--- src/rtl/cpu_pkg.sv ---
// ---------------------------------------------------------------------------
// cpu_pkg
// Shared definitions for the CPU front end: fetch FSM state encoding and the
// default address/instruction widths and reset vector.
// ---------------------------------------------------------------------------
package cpu_pkg;

  localparam int CPU_AW = 16;
  localparam int CPU_IW = 18;

  localparam logic [CPU_AW-1:0] CPU_RESET_VECTOR = 16'h0000;

  typedef enum logic [1:0] {
    ST_RST   = 2'd0,
    ST_REQ   = 2'd1,
    ST_RETRY = 2'd2,
    ST_VALID = 2'd3
  } fetch_state_t;

endpackage : cpu_pkg

--- src/rtl/pc_next.sv ---
// ---------------------------------------------------------------------------
// pc_next
// Combinational next-PC selection for the fetch unit.
// Priority when several commands are asserted together:
//   jaddr_sel (absolute) > br_take (pc+1+sext(br_disp)) > pc_inc (pc+1).
// With no command asserted next_pc holds pc. All sums wrap modulo 2^AW.
// Ports:
//   pc        in   AW  current program counter
//   pc_inc    in   1   advance by one
//   jaddr_sel in   1   load absolute target
//   jaddr     in   AW  absolute target
//   br_take   in   1   take PC-relative branch
//   br_disp   in   8   signed branch displacement
//   next_pc   out  AW  selected next program counter
//   pc_link   out  AW  pc+1 (return address)
// ---------------------------------------------------------------------------
module pc_next
  import cpu_pkg::*;
#(
  parameter int AW = CPU_AW
) (
  input  logic [AW-1:0] pc,
  input  logic          pc_inc,
  input  logic          jaddr_sel,
  input  logic [AW-1:0] jaddr,
  input  logic          br_take,
  input  logic [7:0]    br_disp,
  output logic [AW-1:0] next_pc,
  output logic [AW-1:0] pc_link
);

  logic signed [7:0]    disp_s;
  logic signed [AW-1:0] disp_ext;
  logic        [AW-1:0] pc_plus1;
  logic        [AW-1:0] br_target;

  assign disp_s    = br_disp;
  assign disp_ext  = {{(AW-8){disp_s[7]}}, disp_s};
  assign pc_plus1  = pc + {{(AW-1){1'b0}}, 1'b1};
  assign br_target = pc_plus1 + $unsigned(disp_ext);
  assign pc_link   = pc_plus1;

  always_comb begin
    next_pc = pc;
    if (jaddr_sel) begin
      next_pc = jaddr;
    end else if (br_take) begin
      next_pc = br_target;
    end else if (pc_inc) begin
      next_pc = pc_plus1;
    end
  end

endmodule : pc_next

--- src/rtl/fetch_unit.sv ---
// ---------------------------------------------------------------------------
// fetch_unit
// Instruction fetch stage. Owns the PC, reads instruction memory with a
// req/ack handshake, holds the fetched word in the instruction register and
// advances only when the downstream controller issues a next-PC command while
// the held instruction is valid. A request that sees no ack for FETCH_TIMEOUT
// cycles is dropped for one cycle and reissued at the same address.
// Ports:
//   CLK         in   1   clock, rising edge
//   CLR         in   1   asynchronous reset, active-low
//   PC_inc      in   1   advance PC by 1
//   JAddrSelect in   1   load PC from JAddr
//   JAddr       in   AW  absolute jump target
//   BrTake      in   1   PC-relative branch taken
//   BrDisp      in   8   signed branch displacement
//   imem_req    out  1   read request, held until imem_ack
//   imem_addr   out  AW  read address (equals pc)
//   imem_ack    in   1   read data valid this cycle
//   imem_rdata  in   IW  read data
//   inst        out  IW  instruction register
//   inst_valid  out  1   inst holds the word at pc
//   pc          out  AW  address of inst
//   pc_link     out  AW  pc+1 mod 2^AW
//   fetch_err   out  1   sticky: fetch timeout occurred
//   cmd_err     out  1   sticky: command seen while inst_valid=0
// ---------------------------------------------------------------------------
module fetch_unit
  import cpu_pkg::*;
#(
  parameter int             AW            = CPU_AW,
  parameter int             IW            = CPU_IW,
  parameter logic [AW-1:0]  RESET_VECTOR  = AW'(CPU_RESET_VECTOR),
  parameter int             FETCH_TIMEOUT = 255
) (
  input  logic          CLK,
  input  logic          CLR,
  input  logic          PC_inc,
  input  logic          JAddrSelect,
  input  logic [AW-1:0] JAddr,
  input  logic          BrTake,
  input  logic [7:0]    BrDisp,
  output logic          imem_req,
  output logic [AW-1:0] imem_addr,
  input  logic          imem_ack,
  input  logic [IW-1:0] imem_rdata,
  output logic [IW-1:0] inst,
  output logic          inst_valid,
  output logic [AW-1:0] pc,
  output logic [AW-1:0] pc_link,
  output logic          fetch_err,
  output logic          cmd_err
);

  localparam logic [7:0] TIMEOUT_LAST = 8'(FETCH_TIMEOUT - 1);

  fetch_state_t  state;
  logic [7:0]    cnt;
  logic [AW-1:0] pc_nxt;
  logic          cmd;

  assign cmd       = PC_inc | JAddrSelect | BrTake;
  // pc is a register, so the address port is still a registered output.
  assign imem_addr = pc;

  pc_next #(
    .AW (AW)
  ) u_pc_next (
    .pc        (pc),
    .pc_inc    (PC_inc),
    .jaddr_sel (JAddrSelect),
    .jaddr     (JAddr),
    .br_take   (BrTake),
    .br_disp   (BrDisp),
    .next_pc   (pc_nxt),
    .pc_link   (pc_link)
  );

  // Fetch FSM, timeout counter and instruction register
  always_ff @(posedge CLK or negedge CLR) begin
    if (!CLR) begin
      state      <= ST_RST;
      pc         <= RESET_VECTOR;
      inst       <= '0;
      inst_valid <= 1'b0;
      imem_req   <= 1'b0;
      cnt        <= '0;
      fetch_err  <= 1'b0;
      cmd_err    <= 1'b0;
    end else begin
      case (state)
        ST_RST: begin
          if (cmd) cmd_err <= 1'b1;
          imem_req <= 1'b1;
          state    <= ST_REQ;
        end
        ST_REQ: begin
          if (cmd) cmd_err <= 1'b1;
          if (imem_ack) begin
            inst       <= imem_rdata;
            inst_valid <= 1'b1;
            imem_req   <= 1'b0;
            cnt        <= '0;
            state      <= ST_VALID;
          end else if (cnt == TIMEOUT_LAST) begin
            fetch_err <= 1'b1;
            imem_req  <= 1'b0;
            cnt       <= '0;
            state     <= ST_RETRY;
          end else begin
            cnt <= cnt + 8'd1;
          end
        end
        ST_RETRY: begin
          if (cmd) cmd_err <= 1'b1;
          imem_req <= 1'b1;
          state    <= ST_REQ;
        end
        ST_VALID: begin
          // inst keeps the old word until the next ack overwrites it.
          if (cmd) begin
            pc         <= pc_nxt;
            inst_valid <= 1'b0;
            imem_req   <= 1'b1;
            state      <= ST_REQ;
          end
        end
        default: begin
          imem_req <= 1'b0;
          state    <= ST_RST;
        end
      endcase
    end
  end

endmodule : fetch_unit

--- config.mk ---
export PLATFORM = sky130hd
export DESIGN_NAME = fetch_unit
export DESIGN_NICKNAME = d
export VERILOG_FILES = /design/src/rtl/cpu_pkg.sv /design/src/rtl/pc_next.sv /design/src/rtl/fetch_unit.sv
export SDC_FILE = /design/constraint.sdc
export NUM_CORES = 1
export LEC_CHECK = 0
export BUFFER_PORTS_ARGS = -buffer_cell sky130_fd_sc_hd__buf_2
export CELL_PAD_IN_SITES_DETAIL_PLACEMENT = 0
export CELL_PAD_IN_SITES_GLOBAL_PLACEMENT = 1
export CORE_UTILIZATION = 40
export CTS_CLUSTER_DIAMETER = 200
export DETAILED_ROUTE_END_ITERATION = 6
export HOLD_SLACK_MARGIN = 0.02
export PLACE_DENSITY_LB_ADDON = 0.15
export SLEW_MARGIN = 10
export SYNTH_ARGS = -nofsm -noshare
export SYNTH_HDL_FRONTEND = slang
export SYNTH_SLANG_ARGS = --single-unit
--- constraint.sdc ---
create_clock -name CLK -period 7.6 [get_ports CLK]
set_clock_uncertainty 0.05 [all_clocks]
set_input_delay 0.38 -clock CLK [delete_from_list [all_inputs] [get_ports CLK]]
set_output_delay 0.38 -clock CLK [all_outputs]
set_load 0.1 [all_outputs]
After elaboration in Yosys (flattened, before gate mapping) --
Index checks and enable logic that the tools add are counted.
Operators by class: muxes and demuxes 16, bitwise operators 3, equal/unequal tests 7, add/sub/neg operators 3, reduce and logical (&&, ||, !) cells 11
Operator list (number):
- 2-to-1 mux 16 bit | 3
- adder 16 x 1 -> 16 bit (second input constant) | 1
- adder 16 bit | 1
- 2-to-1 mux 8 bit | 2
- AND reduction 3 bit | 3
- adder 8 x 1 -> 8 bit (second input constant) | 1
- == test 8 bit (second input constant) | 1
- 2-to-1 mux 2 bit | 3
- one-hot mux 2 bit (3 select lines) | 1
- AND reduction 2 bit | 3
- 2-to-1 mux 1 bit | 5
- == test 2 bit (second input constant) | 2
- inequality test 2 bit (second input constant) | 2
- inequality test 3 bit (second input constant) | 1
- one-hot mux 1 bit (3 select lines) | 1
- nonzero test 3 bit | 1
- OR reduction 3 bit | 1
- == test 2 x 1 -> 1 bit (second input constant) | 1
- logical NOT 2 bit | 1
- bitwise OR 1 bit | 2
- one-hot mux 1 bit (2 select lines) | 1
- nonzero test 2 bit | 1
- OR reduction 2 bit | 1
- inverter 1 bit | 1
Word-level totals: output and inout bits 70, bits in registers 48

Logic depth before layout (Yosys ltp) --
depth after elaboration 4, gate-level depth with buffers 11, depth with buffers taken out 11

Modules after synthesis --
A second synthesis with hierarchy kept.
Second synthesis, totals: cells, all modules 392, area, all modules 3796.1 um^2
By module, submodules not included:
- fetch_unit | area each 2195.9 um^2, cells each 162, times used 1
- pc_next | area each 1600.3 um^2, cells each 230, times used 1

Worst setup path before layout --
OpenSTA, ideal clock, no wires.
path type reg2reg, start reg pc[0], in the netlist imem_addr[0], end reg pc[9], in the netlist imem_addr[9], required time 7423 ps, setup slack 2565 ps, data arrival time 4858 ps, cell stages (with the launch flop) 11, buffers on the path 0, library setup time 127 ps, path through dfrtp_1 -> ha_1 -> nand3_1 -> xnor2_1 -> ha_1 -> a21oi_1 -> o21ai_0 -> a221oi_1 -> mux2_2 -> a21oi_1 -> nor3_1
On the way: cells in the longest elaborated chain, start to end 4
Ends and longest elaborated chain:
- start, declared | line fetch_unit.sv:48 | output logic [AW-1:0] pc,
- start signal, assigned | line fetch_unit.sv:121 | pc <= pc_nxt;
- adder 16 x 1 -> 16 bit | line pc_next.sv:39 | assign pc_plus1 = pc + {{(AW-1){1'b0}}, 1'b1};
- named net pc_link[4] | line fetch_unit.sv:49 | output logic [AW-1:0] pc_link,
- adder 16 bit | line pc_next.sv:40 | assign br_target = pc_plus1 + $unsigned(disp_ext);
- 2-to-1 mux 16 bit | line pc_next.sv:47 | end else if (br_take) begin
- 2-to-1 mux 16 bit | line pc_next.sv:45 | if (jaddr_sel) begin
The timed path passes the listed nets, and every way through them passes these cells. The select of a mux whose other input is x is not followed. A chain may end at the register's enable or synchronous reset.

Worst setup path in the final report --
start reg pc[0], in the netlist imem_addr[0], end reg pc[9], in the netlist imem_addr[9]
On the way: cells in the longest elaborated chain, start to end 4
Ends and longest elaborated chain (line):
- adder 16 x 1 -> 16 bit (*) | pc_next.sv:39
- adder 16 bit or 2-to-1 mux 16 bit (tied branches) | pc_next.sv:40, pc_next.sv:49
- 2-to-1 mux 16 bit (*) | pc_next.sv:47
- 2-to-1 mux 16 bit (*) | pc_next.sv:45
Every way passes the cells marked *; elsewhere a longest branch is shown, timed or not. The select of a mux whose other input is x is not followed.

==> metrics.md <==
| Metric | Value |
|---|---|
| Outcome | `complete, no violations` |
| Die area | `8840 sq um` |
| Resized Gates After CTS | `0` |
| Final hold vios | `0` |
| Cell Chain, Critical Path | `ha_1, nand3_1, xnor2_1, ha_1, a21oi_1, o21ai_0, a221oi_1, mux2_2, a21oi_1, nor3_1` |
| Vias | `3040` |
| Slowest-stage cell, CP | `dfrtp_1` |
| I/O Pins | `118` |
| Starting Density | `around 41%` |
| Area Overhead vs Synth | `20.4%` |
| Worst Path Arrival | `3.23 ns` |
| First-pass GRT wire length | `14.4 mm` |
| CP max stage delay | `around 0.55 ns` |
| Via density | `approximately 5.3` |
| Root Buffer | `clkbuf_8` |
| Worst path required time | `7.75 ns` |
| Clock-pin slew on the worst setup and hold paths | `roughly 0.10 ns` |
| Mapped Area | `3390 sq um` |
| Routed length per placed instance | `15.8 um` |
| Vias in the first global route | `2852` |
| Initial antenna violation count | `0` |
| Total gr overflow | `0` |
| Die height | `94.0 um` |
| Ys async rst share | `100%` |
| Mux cell area share after synthesis | `8.09%` |
| WL final | `around 9 mm` |
| Syn_nets | `441` |
| YS warnings | `0` |
| Sequential fraction of the synthesis area | `35.5%` |
| Max-slew violations | `0` |
| H-Tree Depth | `2` |
| Setup TNS | `0 ns` |
| Achievable Freq | `325 MHz` |
| Worst R2R End | `imem_addr[9]` |
| Fin crit share | `40.5%` |
| Reg2Reg Setup Slack | `about 4.5 ns` |
| Crit path max fanout | `9` |
| Antenna-violating nets left | `0` |
| Dpl hpwl | `6.82 mm` |
| Largest family of logic cells by synthesized area | `simple AND/OR/NAND/NOR gates` |
| CTS buffer count | `5` |
| Hold buffer count at cts | `0` |
| CTS tree | `built` |
| Postcts setup bufs | `0` |
| Post-synthesis register bit count | `48` |
| Max Cap Viol | `0` |
| GP Congestion | `0.827` |
| Post-synth cell types | `48` |
| Ratio of cells with drive above 1 in the final layout | `33.7%` |
| Synth Area in Simple Gates | `17.6%` |
| Reg2reg start | `imem_addr[0]` |
| CTS Buffer Depth | `2` |
| Port bufs | `117` |
| Synth Area in Adders | `8.71%` |
| CP Buf/Inv Count | `0` |
| Crit-path leading delay family | `compound AO/OA/AOI/OAI gates` |
| Worst Setup End Kind | `register` |
| Post-Synth XOR/XNOR Area | `around 7.7%` |
| Tightest Pin Transition | `around 1.1 ns` |
| Startpoint types | `register` |
| Tmin final | `3.08 ns` |
| Chip Width | `about 94 um` |
| EDFF count, synth | `0` |
| Cell count of the worst reg-to-reg path | `10` |
| Slew headroom | `29.6%` |
| Drc violations | `0` |
| CORE AREA | `8220 sq um` |
| Diode count | `0` |
| Nets | `roughly 540` |
| Total track usage | `a little over a fifth` |
| Worst Hold Class | `in -> async` |
| Average size of a mapped cell | `9.16 sq um` |
| Area fraction in compound gates after synthesis | `16.7%` |
| Setup violators final | `0` |
| CTS sink count | `48` |
| Detailed Route Iter0 Violations | `151` |
| Later-pin clock latency in the skew report | `0.30 ns` |
| Worst setup path category | `reg -> reg` |
| Unrepaired setup endpoints after global routing | `false` |
| Rows | `33` |
| Pin count of the biggest net entering global routing | `49` |
| Drt first pass iters | `4` |
| Most used DFF post-synth | `dfrtp_1` |
| Synth Instances | `between 300 and 400` |
## layout by cell type (no fill, tap or decap), types with 3 or more instances in the layout
master    Yosys  final
a21o_1        7      7
dfrtp_1      48     48
a21oi_1      28     28
a31oi_1       4      4
buf_2         0    117
o31ai_1       4      4
a22oi_1       4      4
a211oi_1      3      3
nor2_1       19     19
inv_1         6      6
o211ai_1      3      3
nand3_1      13     13
nand4_1       7      7
ha_1         22     22
xor2_1        8      8
nor3_1        6      6
nand2_1      41     41
xnor2_1      19     19
clkbuf_8      0      6
buf_4        16      3
mux2i_1       6      6
and3_1        8      8
or3_1         6      6
mux2_2       19     19
o21ai_0      27     27
nor2b_1       4      4
## area by class of cell
| cell class | instances | area, sq um |
|---|---|---|
| Multi-Input combinational cell | 286 | 1990 |
| Timing Repair Buffer | 120 | 608 |
| Fill cell | 819 | 4140 |
| Tap cell | 105 | 131 |
| Sequential cell | 48 | 1200 |
| Clock inverter | 2 | 38.8 |
| Inverter | 7 | 26.3 |
| Clock buffer | 6 | 82.6 |
## worst max path at each step
stage / to / slack (ns) / depth (start not counted) / startpoint
3_3_place_gp: imem_addr[9] / 4.53 / 10 / imem_addr[0]
3_5_place_dp: imem_addr[9] / 4.52 / 10 / imem_addr[0]
2_1_floorplan: imem_addr[9] / 2.57 / 10 / imem_addr[0]
6_report: imem_addr[9] / 4.52 / 10 / imem_addr[0]
4_1_cts: imem_addr[9] / 4.49 / 10 / imem_addr[0]
5_1_grt: imem_addr[9] / 4.24 / 10 / imem_addr[0]
## stage by stage
step / utilization (%) / instances / hold WS (ns) / setup WS [ns] / cell area, sq um
after global placement: 48.2 / 566 / 0.388 / 4.53 / 3960
after floorplan: - / 370 / 0.0344 / 2.57 / 3390
after CTS: 49.7 / 574 / 0.138 / 4.49 / 4080
after global routing: 49.7 / 574 / 0.165 / 4.24 / 4080
final: 49.7 / 574 / 0.102 / 4.52 / 4080
after detailed placement: 48.2 / 566 / 0.389 / 4.52 / 3960
## cells in the mapped netlist, types with 2 or more instances
library cell / number / area [sq um]
buf_4: 16 / 120
a211oi_1: 3 / 22.5
ha_1: 22 / 275
o31ai_1: 4 / 30.0
nor3_1: 6 / 30.0
nand4_1: 7 / 43.8
clkbuf_1: 12 / 45.0
xnor2_1: 19 / 166
o21ai_0: 27 / 135
or2_2: 2 / 12.5
nand3_1: 13 / 65.1
nor2b_1: 4 / 25.0
nand2_1: 41 / 154
o211ai_1: 3 / 22.5
a21o_1: 7 / 52.6
o221ai_1: 2 / 17.5
inv_1: 6 / 22.5
mux2i_1: 6 / 60.1
o22ai_1: 2 / 12.5
nand2b_1: 2 / 12.5
or3_1: 6 / 37.5
and3_1: 8 / 50.1
xor2_1: 8 / 70.1
a221oi_1: 2 / 17.5
dfrtp_1: 48 / 1200
mux2_2: 19 / 214
nor2_1: 19 / 71.3
a22oi_1: 4 / 30.0
nand3b_1: 2 / 15.0
a31oi_1: 4 / 25.0
and3_2: 2 / 15.0
a21oi_1: 28 / 140
## cell families (layout without fill, tap and decap cells)
family | after synthesis | count (layout)
compound gates | 92 | 92
xor+xnor | 28 | 28
fa+ha+maj | 23 | 23
buf+inv | 36 | 135
flops | 48 | 48
mux | 25 | 25
simple gates | 118 | 118
## state kept, by name (all words and copies together), names as in the netlist
name / cells
inst: 18
imem_req: 1
fetch_err: 1
cmd_err: 1
cnt: 8
imem_addr: 16
inst_valid: 1
state: 2
## per-layer routing
metal | track usage, % | wire [um] | up-vias
li1 | - | - | 1513
met1 | 29.3 | 4320 | 1419
met2 | 34.7 | 4180 | 102
met3 | 2.99 | 492 | 6
met4 | 4.36 | 66 | 0
met5 | 0 | 0 | -
Power is left out: the tool's default activity adds up to more than one toggle a clock period on the data nets, which glitch-free logic cannot reach.
